==> src/rtl/keypad_pkg.sv <==
// Shared types and constants for the keypad scanner and its consumers.
package keypad_pkg;
    typedef enum logic [1:0] {SCAN, DEBOUNCE, HELD} state_t;

    localparam logic [3:0] KEY_LEFT  = 4'h1;
    localparam logic [3:0] KEY_DOWN  = 4'h2;
    localparam logic [3:0] KEY_RIGHT = 4'h3;
    localparam logic [3:0] KEY_UP    = 4'h6;

    // Index of the lowest zero bit; callers guarantee at least one zero.
    function automatic logic [1:0] lowest_zero(input logic [3:0] v);
        if (!v[0])      return 2'd0;
        else if (!v[1]) return 2'd1;
        else if (!v[2]) return 2'd2;
        else            return 2'd3;
    endfunction
endpackage

==> src/rtl/scan_tick_gen.sv <==
// Free-running divider: one-clk tick every SCAN_DIV clocks plus a scan_clk square wave.
module scan_tick_gen #(
    parameter int SCAN_DIV = 50000
) (
    input  logic clk,
    input  logic rst,
    output logic tick,
    output logic scan_clk
);
    localparam int DW = (SCAN_DIV > 1) ? $clog2(SCAN_DIV) : 1;

    logic [DW-1:0] div;

    assign tick = (div == DW'(SCAN_DIV - 1));

    always_ff @(posedge clk or negedge rst) begin
        if (!rst) begin
            div      <= '0;
            scan_clk <= 1'b0;
        end else begin
            div <= tick ? '0 : div + 1'b1;
            if (tick) scan_clk <= ~scan_clk;
        end
    end
endmodule

==> src/rtl/keypad_scan_debounce.sv <==
// 4x4 keypad scanner: column rotation, row sync, press/release debounce, registered key outputs.
module keypad_scan_debounce
    import keypad_pkg::*;
#(
    parameter int SCAN_DIV  = 50000,
    parameter int DEB_TICKS = 10
) (
    input  logic       clk,
    input  logic       rst,
    input  logic [3:0] row,
    output logic [3:0] col,
    output logic [3:0] code,
    output logic       keydown,
    output logic       scan_clk
);
    localparam int CW = $clog2(DEB_TICKS + 1);

    logic          tick;
    logic [3:0]    rs_meta, rs;
    state_t        state, state_nx;
    logic [1:0]    r_idx, c_idx, r_nx, c_nx;
    logic [CW-1:0] cnt, cnt_nx, cnt_inc;
    logic [3:0]    col_nx, code_nx;
    logic          keydown_nx;
    logic          key_low;

    scan_tick_gen #(.SCAN_DIV(SCAN_DIV)) u_tick (
        .clk      (clk),
        .rst      (rst),
        .tick     (tick),
        .scan_clk (scan_clk)
    );

    assign key_low = ~rs[r_idx];
    assign cnt_inc = (cnt == CW'(DEB_TICKS)) ? cnt : cnt + 1'b1;

    always_ff @(posedge clk or negedge rst) begin
        if (!rst) begin
            rs_meta <= 4'hF;
            rs      <= 4'hF;
            state   <= SCAN;
            col     <= 4'b1110;
            code    <= 4'h0;
            keydown <= 1'b0;
            r_idx   <= 2'd0;
            c_idx   <= 2'd0;
            cnt     <= '0;
        end else begin
            rs_meta <= row;
            rs      <= rs_meta;
            state   <= state_nx;
            col     <= col_nx;
            code    <= code_nx;
            keydown <= keydown_nx;
            r_idx   <= r_nx;
            c_idx   <= c_nx;
            cnt     <= cnt_nx;
        end
    end

    always_comb begin
        state_nx   = state;
        col_nx     = col;
        code_nx    = code;
        keydown_nx = keydown;
        r_nx       = r_idx;
        c_nx       = c_idx;
        cnt_nx     = cnt;
        if (tick) begin
            case (state)
                SCAN: begin
                    if (rs == 4'hF) begin
                        col_nx = {col[2:0], col[3]};
                    end else begin
                        c_nx     = lowest_zero(col);
                        r_nx     = lowest_zero(rs);
                        cnt_nx   = CW'(1);
                        state_nx = DEBOUNCE;
                    end
                end
                DEBOUNCE: begin
                    if (key_low) begin
                        if (cnt_inc == CW'(DEB_TICKS)) begin
                            code_nx    = {r_idx, c_idx};
                            keydown_nx = 1'b1;
                            cnt_nx     = '0;
                            state_nx   = HELD;
                        end else begin
                            cnt_nx = cnt_inc;
                        end
                    end else begin
                        // Bounce before acceptance: give up and move on to the next column.
                        col_nx   = {col[2:0], col[3]};
                        cnt_nx   = '0;
                        state_nx = SCAN;
                    end
                end
                HELD: begin
                    if (!key_low) begin
                        if (cnt_inc == CW'(DEB_TICKS)) begin
                            keydown_nx = 1'b0;
                            cnt_nx     = '0;
                            state_nx   = SCAN;
                        end else begin
                            cnt_nx = cnt_inc;
                        end
                    end else begin
                        cnt_nx = '0;
                    end
                end
                default: begin
                    cnt_nx   = '0;
                    state_nx = SCAN;
                end
            endcase
        end
    end
endmodule

==> config.mk <==
export PLATFORM = sky130hd
export DESIGN_NAME = keypad_scan_debounce
export DESIGN_NICKNAME = d
export VERILOG_FILES = /design/src/rtl/keypad_pkg.sv /design/src/rtl/scan_tick_gen.sv /design/src/rtl/keypad_scan_debounce.sv
export SDC_FILE = /design/constraint.sdc
export NUM_CORES = 1
export LEC_CHECK = 0
export BUFFER_PORTS_ARGS = -buffer_cell sky130_fd_sc_hd__clkbuf_2
export CAP_MARGIN = 20
export CELL_PAD_IN_SITES_DETAIL_PLACEMENT = 2
export CELL_PAD_IN_SITES_GLOBAL_PLACEMENT = 2
export CORE_UTILIZATION = 35
export CTS_BUF_LIST = sky130_fd_sc_hd__clkbuf_4
export DETAILED_ROUTE_END_ITERATION = 6
export MAX_ROUTING_LAYER = met4
export PLACE_DENSITY_LB_ADDON = 0.1
export SLEW_MARGIN = 20
export SYNTH_ARGS = -nofsm -noshare
export SYNTH_HDL_FRONTEND = slang
export SYNTH_SLANG_ARGS = --single-unit
==> constraint.sdc <==
create_clock -name clk -period 3 [get_ports clk]
set_clock_uncertainty 0.05 [all_clocks]
set_input_delay 0.6 -clock clk [delete_from_list [all_inputs] [get_ports clk]]
set_output_delay 0.6 -clock clk [all_outputs]
set_load 0.05 [all_outputs]
---- After elaboration in Yosys (flattened, before gate mapping) ----
Index checks and enable logic that the tools add are counted.
word-level totals
  register bits ........................... 44
  input bits .............................. 6
  output and inout port bits .............. 10
  word-level logic and storage cells ...... 69
operators by class
  $add $sub $neg .......................... 2
  order comparisons ....................... 1
  eq/ne operators ......................... 14
  muxes and demuxes ....................... 29
  bitwise gates (word level) .............. 3
  reduce and logical (&&, ||, !) cells .... 9
operator list
  kind                     number
  $mux W4                  7
  $mux W2                  9
  $add A16 B1 Y16 const B  1
  $eq A16 B16 Y1 const B   1
  $mux W16                 1
  $ne A2 B2 Y1 const B     7
  $eq A4 B4 Y1 const B     3
  $pmux W4 S3              1
  $pmux W4 S2              1
  $reduce_and A4 Y1        2
  $mux W1                  7
  $pmux W2 S3              1
  $reduce_and A6 Y1        1
  $reduce_and A5 Y1        1
  $add A4 B1 Y4 const B    1
  $reduce_bool A2 Y1       2
  $lt A2 B3 Y1 const B     1
  $ne A3 B3 Y1 const B     1
  $not A1 Y1               3
  $reduce_and A3 Y1        1
  $bmux W1 S2              1
  $eq A2 B1 Y1 const B     1
  $eq A2 B2 Y1 const B     1
  $logic_not A2 Y1         1
  2 further kinds          2

---- Logic depth before layout (Yosys ltp) ----
Gate-level depths: netlist of run 1.
  depth in word-level cells ............... 6
  gate-level depth with buffers ........... 7
  mapped depth without buffers ............ 7

---- Cells and area by module ----
A second synthesis of run 1 with hierarchy kept.
unflattened totals
  cells, all modules ...................... 171
  area total of the unflattened synthesis .. 1,971.9 µm²
modules (own cells, without submodules)
  module                instances  cells each  area an instance (µm²)  sequential area each (µm²)
  keypad_scan_debounce  1          98          1,191.1                 689.4
  scan_tick_gen         1          73          780.7                   425.4

---- Worst setup path after synthesis of run 1 ----
Ideal clock, no wire load.
  path type ............................... register -> register
  from .................................... register u_tick.div[7]
  to ...................................... register col[0]
  setup time .............................. 0.125 ns
  arrival time ............................ 2.286 ns
  required time ........................... 2.825 ns
  path slack .............................. 0.539 ns
  stages on the path, launching flop included .. 6
  buffers on the path ..................... 1
  clock period less this slack ............ 2.461 ns
  cells stage by stage .................... dfrtp_1 or4_1 or4_4 or4_1 buf_2 mux2_4
between the ends
  word-level cells in the longest chain between the ends .. 2
ends and longest elaborated chain
  element                             line                        source
  from (decl)                         scan_tick_gen.sv:12         logic [DW-1:0] div;
  from (signal assigned)              scan_tick_gen.sv:21         div <= tick ? '0 : div + 1'b1;
  $eq A16 B16 Y1                      scan_tick_gen.sv:14         assign tick = (div == DW'(SCAN_DIV - 1));
  $reduce_and A4 Y1 (no source line)  --
  to (signal assigned)                keypad_scan_debounce.sv:52  col <= col_nx;
  to (decl)                           keypad_scan_debounce.sv:11  output logic [3:0] col,
No other way between the ends.
A chain may end at the register's enable or synchronous reset.

---- Final worst setup path of run 1 ----
  from .................................... register cnt[0]
  to ...................................... register code[1]
between the ends
  word-level cells in the longest chain between the ends .. 4
  elaborated cells between the ends (all ways) .. 5
  those cells by class .................... 1 x add/sub; 2 x eq/ne; 1 x mux; 1 x reduce/logical
ends and longest elaborated chain
  element                                        line                        source
  from (decl)                                    keypad_scan_debounce.sv:22  logic [CW-1:0] cnt, cnt_nx, cnt_inc;
  from (signal assigned)                         keypad_scan_debounce.sv:57  cnt <= cnt_nx;
  $add A4 B1 Y4 or $eq A4 B4 Y1 (tied branches)  keypad_scan_debounce.sv:35  assign cnt_inc = (cnt == CW'(DEB_TICKS)) ? cnt : cnt + 1'b1;
  $mux W4 *                                      keypad_scan_debounce.sv:35
  $eq A4 B4 Y1 *                                 keypad_scan_debounce.sv:83  if (cnt_inc == CW'(DEB_TICKS)) begin
  $reduce_and A4 Y1 (no source line) *           --
  to (signal assigned)                           keypad_scan_debounce.sv:53  code <= code_nx;
  to (decl)                                      keypad_scan_debounce.sv:12  output logic [3:0] code,
Mark *: on every way between the ends. The rest lies on a longest branch, timed or not.

==> results of run 1 <==
==> cell type report <==
| class | count | area (sq um) | share of cell area |
|---|---|---|---|
| Clock inverter | 3 | 18.8 | 0.00831 |
| Timing Repair Buffer | 18 | 97.6 | 0.0432 |
| Sequential cell | 44 | 1110 | 0.494 |
| Inverter | 6 | 22.5 | 0.00997 |
| Tap cell | 72 | 90.1 | 0.0399 |
| Multi-Input combinational cell | 126 | 877 | 0.388 |
| Clock buffer | 5 | 37.5 | 0.0166 |
==> state kept, by name, indices dropped and copies added, names as in the netlist <==
| register | flops |
|---|---|
| c_idx | 2 |
| cnt | 4 |
| code | 4 |
| col | 4 |
| keydown | 1 |
| r_idx | 2 |
| rs | 4 |
| rs_meta | 4 |
| state | 2 |
| u_tick.div | 16 |
| u_tick.scan_clk | 1 |
==> synth_stat cells, types with 2 or more instances <==
library cell,number
nor2_1,15
or3_1,2
nor2b_1,5
nand2_1,16
xnor2_1,6
xor2_1,8
or4_1,5
clkbuf_1,3
nand2b_1,3
inv_1,6
mux2i_1,2
nor4_2,2
nand3_1,8
dfrtp_1,33
mux2_4,4
mux2_2,4
o21ai_1,4
ha_1,3
nand4_1,3
and3_1,2
nand4b_1,2
nor3_1,4
o31ai_1,3
o21ai_0,6
dfstp_2,11
==> cells by family (layout without fill, tap and decap cells) <==
| logic type | after synthesis | in the layout |
|---|---|---|
| fa+ha+maj | 3 | 3 |
| xor+xnor | 14 | 14 |
| mux | 11 | 11 |
| buf+inv | 10 | 32 |
| compound gates | 24 | 24 |
| flops | 44 | 44 |
| simple gates | 74 | 74 |
==> metal layers <==
metal	vias to the layer above	global-route usage	part of all wire	wire length, microns
li1	684	-	-	-
met1	761	0.219	0.47	2180
met3	4	0.0477	0.020	94
met5	-	-	0	0
met2	11	0.293	0.51	2360
met4	0	0.0519	0.0066	31
==> power groups by stage <==
| stage | clock network (mW) | logic (mW) | registers [mW] |
|---|---|---|---|
| finish | 0.290 | 0.0217 | 0.606 |
| global route | 0.326 | 0.0251 | 0.607 |
| CTS | 0.306 | 0.0230 | 0.606 |
| detailed placement | 0 | 0.0227 | 0.617 |
| global placement | 0 | 0.0214 | 0.616 |
| floorplan | 0 | 0.00448 | 0.616 |
==> cell usage in the layout (no fill, tap or decap), types with 2 or more instances in the layout <==
master	instances
nand2_1	16
nand3_1	8
or4_1	5
nand4b_1	2
nor2b_1	5
dfrtp_1	33
o21ai_1	4
nor4_2	2
mux2_4	4
buf_4	3
clkbuf_4	5
mux2_2	4
xnor2_1	6
clkinvlp_4	2
clkbuf_2	15
or3_1	2
nor2_1	15
inv_1	6
and3_1	2
o21ai_0	6
nand4_1	3
nor3_1	4
dfstp_2	11
ha_1	3
nand2b_1	3
xor2_1	8
o31ai_1	3
mux2i_1	2
==> through the flow <==
step	cells	utilization	cell area, sq um	setup WS [ps]
floorplan	180	-	2030	539
global placement	266	0.397	2200	424
detailed placement	266	0.397	2200	376
CTS	274	0.408	2260	355
global route	274	0.408	2260	178
finish	274	0.408	2260	355
==> how the worst max path moves through the flow <==
stage / start / depth (start not counted) / endpoint / slack, ps
2_1_floorplan: u_tick.div[7]$_DFF_PN0_ / 5 / col[0]$_DFFE_PN0P_ / 540
3_3_place_gp: u_tick.div[7]$_DFF_PN0_ / 4 / col[0]$_DFFE_PN0P_ / 420
3_5_place_dp: u_tick.div[0]$_DFF_PN0_ / 5 / col[0]$_DFFE_PN0P_ / 380
4_1_cts: u_tick.div[0]$_DFF_PN0_ / 5 / col[0]$_DFFE_PN0P_ / 350
5_1_grt: cnt[0]$_DFFE_PN0P_ / 7 / code[1]$_DFFE_PN0P_ / 180
6_report: cnt[0]$_DFFE_PN0P_ / 7 / code[1]$_DFFE_PN0P_ / 360
==> impl_metrics.json, run 1 <==
{
  "irDropWorstVdd_mv": 0.180,
  "syn_inst": 180,
  "io_pins": 16,
  "clk_pin_slew_ps": 140,
  "dieHeight_microns": 78.2,
  "synth_ff_type": "dfrtp_1",
  "pwr-share-seq": 0.661,
  "rsz0062_at_grt": "false",
  "share_comb_of_total_power": 0.024,
  "synth_compound_area_frac": 0.0783,
  "fp-row-count": 27,
  "crit_arrival_ps": 2850,
  "async_flop_share": 1.00,
  "power_frac_clock": 0.316,
  "syn_to_final_growth_pct": 11.2,
  "slew_violations": 0,
  "synth_top_family_by_area": "simple AND/OR/NAND/NOR gates",
  "worstPathCellList": "inv_1 > ha_1 > nor2b_1 > mux2i_1 > or3_1 > nor4_2 > mux2_2",
  "synth.distinct_cells": 45,
  "fin_crit_sh": 0.882,
  "synth_fa_ha_area_frac": 0.0185,
  "cts.sinks": 44,
  "dr.pass1.iters": 4,
  "avgRoutedWirePerCell_microns": 17.0,
  "fmax_mhz": 378,
  "dp_hpwl_mm": 3.40,
  "yosysTopAreaCell": "dfrtp_1",
  "powerDensity_nw_per_um2": 406,
  "gp_congestion": 0.785,
  "crit_type": "register to register",
  "cts_buffers": 5,
  "crit_path_top_delay_cell": "nor4_2",
  "antenna_cells": 0,
  "setup_viol": 0,
  "grt_antenna_before_repair": 0,
  "crit_fanout": 8,
  "fillerInstances": 631,
  "grtUsageTotal": 0.179,
  "grt_max_degree": 32,
  "cts_root_buf": "clkbuf_4",
  "portBuffers": 15,
  "synth_edf_count": 0,
  "antenna_left": 0,
  "layout-drive-gt1-share": 0.238,
  "die_x_microns": 78.2,
  "die_area_sq_um": 6110,
  "leakagePower_nw": 0.994,
  "syn_nets": 189,
  "cap_violations": 0,
  "required_ps": 3210,
  "clock_path_buffers": 2,
  "nets": 210,
  "initial_core_util": 0.367,
  "fin_setup_tns_ps": 0,
  "vias_per_cell": 5.33,
  "slew_headroom": 0.557,
  "core-area_sq_um": 5540,
  "hold_class": "input port to asynchronous set/reset pin",
  "synth_area_leaders": "dfrtp_1, dfstp_2, xor2_1",
  "cpLargestDelayFamily": "simple AND/OR/NAND/NOR gates",
  "whs_ps": 78.1,
  "synthXorXnorAreaFrac": 0.0604,
  "postCtsSetupRepairBufs": 0,
  "min_period_ps": 2640,
  "ctsHoldBuffers": 0,
  "via_count": 1460,
  "start_kind": "register",
  "critPathBufInv": 1,
  "cts_max_level": 2,
  "critPathMaxStageDelay_ps": 530,
  "crit_path_end_kind": "register",
  "yosys_warnings": 0,
  "synth_simple_gate_area_share": 0.202,
  "clock_latency_ps": 370,
  "p_int_uw": 697,
  "grt_pass1_wl_mm": 8.17,
  "cts_resized": 0,
  "synthMuxAreaShare": 0.0727,
  "worstMarginPinSlew_ps": 659,
  "ys_seq_area_frac": 0.549,
  "cts_tree": "done",
  "gr-total-overflow": 0,
  "ff2ff_path_depth": 7,
  "finalPower_uw": 917,
  "r2r-end": "code[1]$_DFFE_PN0P_",
  "rr_startpoint": "cnt[0]$_DFFE_PN0P_",
  "drtIter0Drc": 77,
  "syn_area_sq_um": 2030,
  "synth.top_cell.area_share": 0.407,
  "rrSetupSlack_ps": 360,
  "hold_viol": 0,
  "status": "finished clean",
  "route.detailed.drc": 0,
  "syn_area_per_cell_sq_um": 11.3,
  "synth_seq_cells": 44,
  "swShare": 0.240,
  "power.switching_uw": 220,
  "wl_mm": 4.67,
  "grt_pass1_vias": 1639
}
No activity file was read; power rests on OpenSTA's default activity.
==> run 2: changes to the inputs <==
- CORE_ASPECT_RATIO: default -> 1.75
==> impl_metrics.json, run 2 (synthesized netlist as in run 1, its figures left out) <==
{
  "status": "finished clean",
  "grt_max_degree": 38,
  "use_met1": 0.172,
  "min_period_ps": 2620,
  "layout-drive-gt1-share": 0.246,
  "fmax_mhz": 381,
  "grt_pass1_vias": 1683,
  "cts_tree": "done",
  "initial_core_util": 0.364,
  "hold_class": "input port to register",
  "cap_violations": 0,
  "avgRoutedWirePerCell_microns": 16.9,
  "fin_crit_sh": 0.874,
  "die_x_microns": 59.6,
  "clock_path_buffers": 2,
  "slew_headroom": 0.372,
  "ctsHoldBuffers": 0,
  "wl_mm": 4.72,
  "clk_pin_slew_ps": 140,
  "top_register": "u_tick.div",
  "final_cell_mix": "dfrtp_1, nand2_1, nor2_1, clkbuf_2, dfstp_2",
  "io_pins": 16,
  "postCtsSetupRepairBufs": 0,
  "core-area_sq_um": 5590,
  "gr-total-overflow": 0,
  "grtUsageTotal": 0.190,
  "via_count": 1462,
  "met2_usage": 0.371,
  "met3_usage": 0.0263,
  "route.detailed.drc": 0,
  "worstMarginPinSlew_ps": 942,
  "antenna_cells": 0,
  "powerDensity_nw_per_um2": 473,
  "crit_type": "register to register",
  "place_area_sq_um": 2210,
  "vias_per_cell": 5.24,
  "syn_to_final_growth_pct": 14.2,
  "nets": 211,
  "fin_setup_tns_ps": 0,
  "cts_root_buf": "clkbuf_4",
  "start_kind": "register",
  "antenna_left": 0,
  "crit_fanout": 5,
  "dieHeight_microns": 103,
  "drtIter0Drc": 68,
  "grt_antenna_before_repair": 0,
  "hold_viol": 0,
  "final_cell_area_sq_um": 2320,
  "cts_resized": 0,
  "setup_viol": 0,
  "fp-row-count": 36,
  "cts_buffers": 5,
  "die_area_sq_um": 6120,
  "top_usage_layer": "met2",
  "clock_latency_ps": 370,
  "rsz0062_at_grt": "false",
  "grt_pass1_wl_mm": 8.19,
  "gp_congestion": 0.742,
  "largest_reg_flops": 16,
  "cts.sinks": 44,
  "irDropWorstVdd_mv": 0.173,
  "slew_violations": 0,
  "leakagePower_nw": 1.03,
  "crit_path_end_kind": "register",
  "dp_hpwl_mm": 3.56,
  "cts_max_level": 2,
  "required_ps": 3230,
  "dr.pass1.iters": 4,
  "portBuffers": 15,
  "crit_arrival_ps": 2850,
  "final_common_cell": "dfrtp_1"
}
-- run 2: per-stage QoR --
step                      instances  setup WS (ps)  hold slack, ps  utilization  power, mW
after floorplan                 180            539             254            -      0.620
after global placement          271            440             297        0.397      0.637
after detailed placement        271            360             301        0.397      0.640
after CTS                       279            351             236        0.415       1.11
after global routing            279            279             218        0.415       1.14
final                           279            378             254        0.415       1.10
-- run 2: final cells by class --
cell class | instances | area, sq um
multi-input cells | 126 | 877
repair buffers | 19 | 105
well taps | 76 | 95.1
flip-flops and latches | 44 | 1110
clock buffers | 6 | 45.0
fillers | 624 | 3270
clock inverters | 2 | 60.1
inverters | 6 | 22.5
-- run 2: worst max-delay path: stages (launching register included) --
cell	delay [ps]
dfrtp_1	430
ha_1	250
nand3_1	200
or4_4	620
or4_1	660
mux2_4	340
-- run 2: where the power goes --
group,internal (mW),switching (mW),total (mW)
Combinational,0.00532,0.0156,0.0210
Sequential,0.603,0.00295,0.606
Clock,0.269,0.200,0.469
-- run 2: layer usage --
layer / up-vias / wire length [microns]
li1: 683 / -
met1: 763 / 1600
met2: 9 / 2960
met3: 7 / 64
met4: 0 / 104
met5: - / 0
-- run 2: worst paths after layout --
kind,start,slack (ps),end,depth (start not counted)
max reg2reg,u_tick.div[0]$_DFF_PN0_,380,col[0]$_DFFE_PN0P_,5
max,u_tick.div[0]$_DFF_PN0_,380,col[0]$_DFFE_PN0P_,5
min in group asynchronous,rst,300,state[0]$_DFFE_PN0P_,1
max in group asynchronous,rst,1850,rs_meta[1]$_DFF_PN1_,2
min,row[3],250,rs_meta[3]$_DFF_PN1_,1
min reg2reg,rs_meta[0]$_DFF_PN1_,320,rs[0]$_DFF_PN1_,0
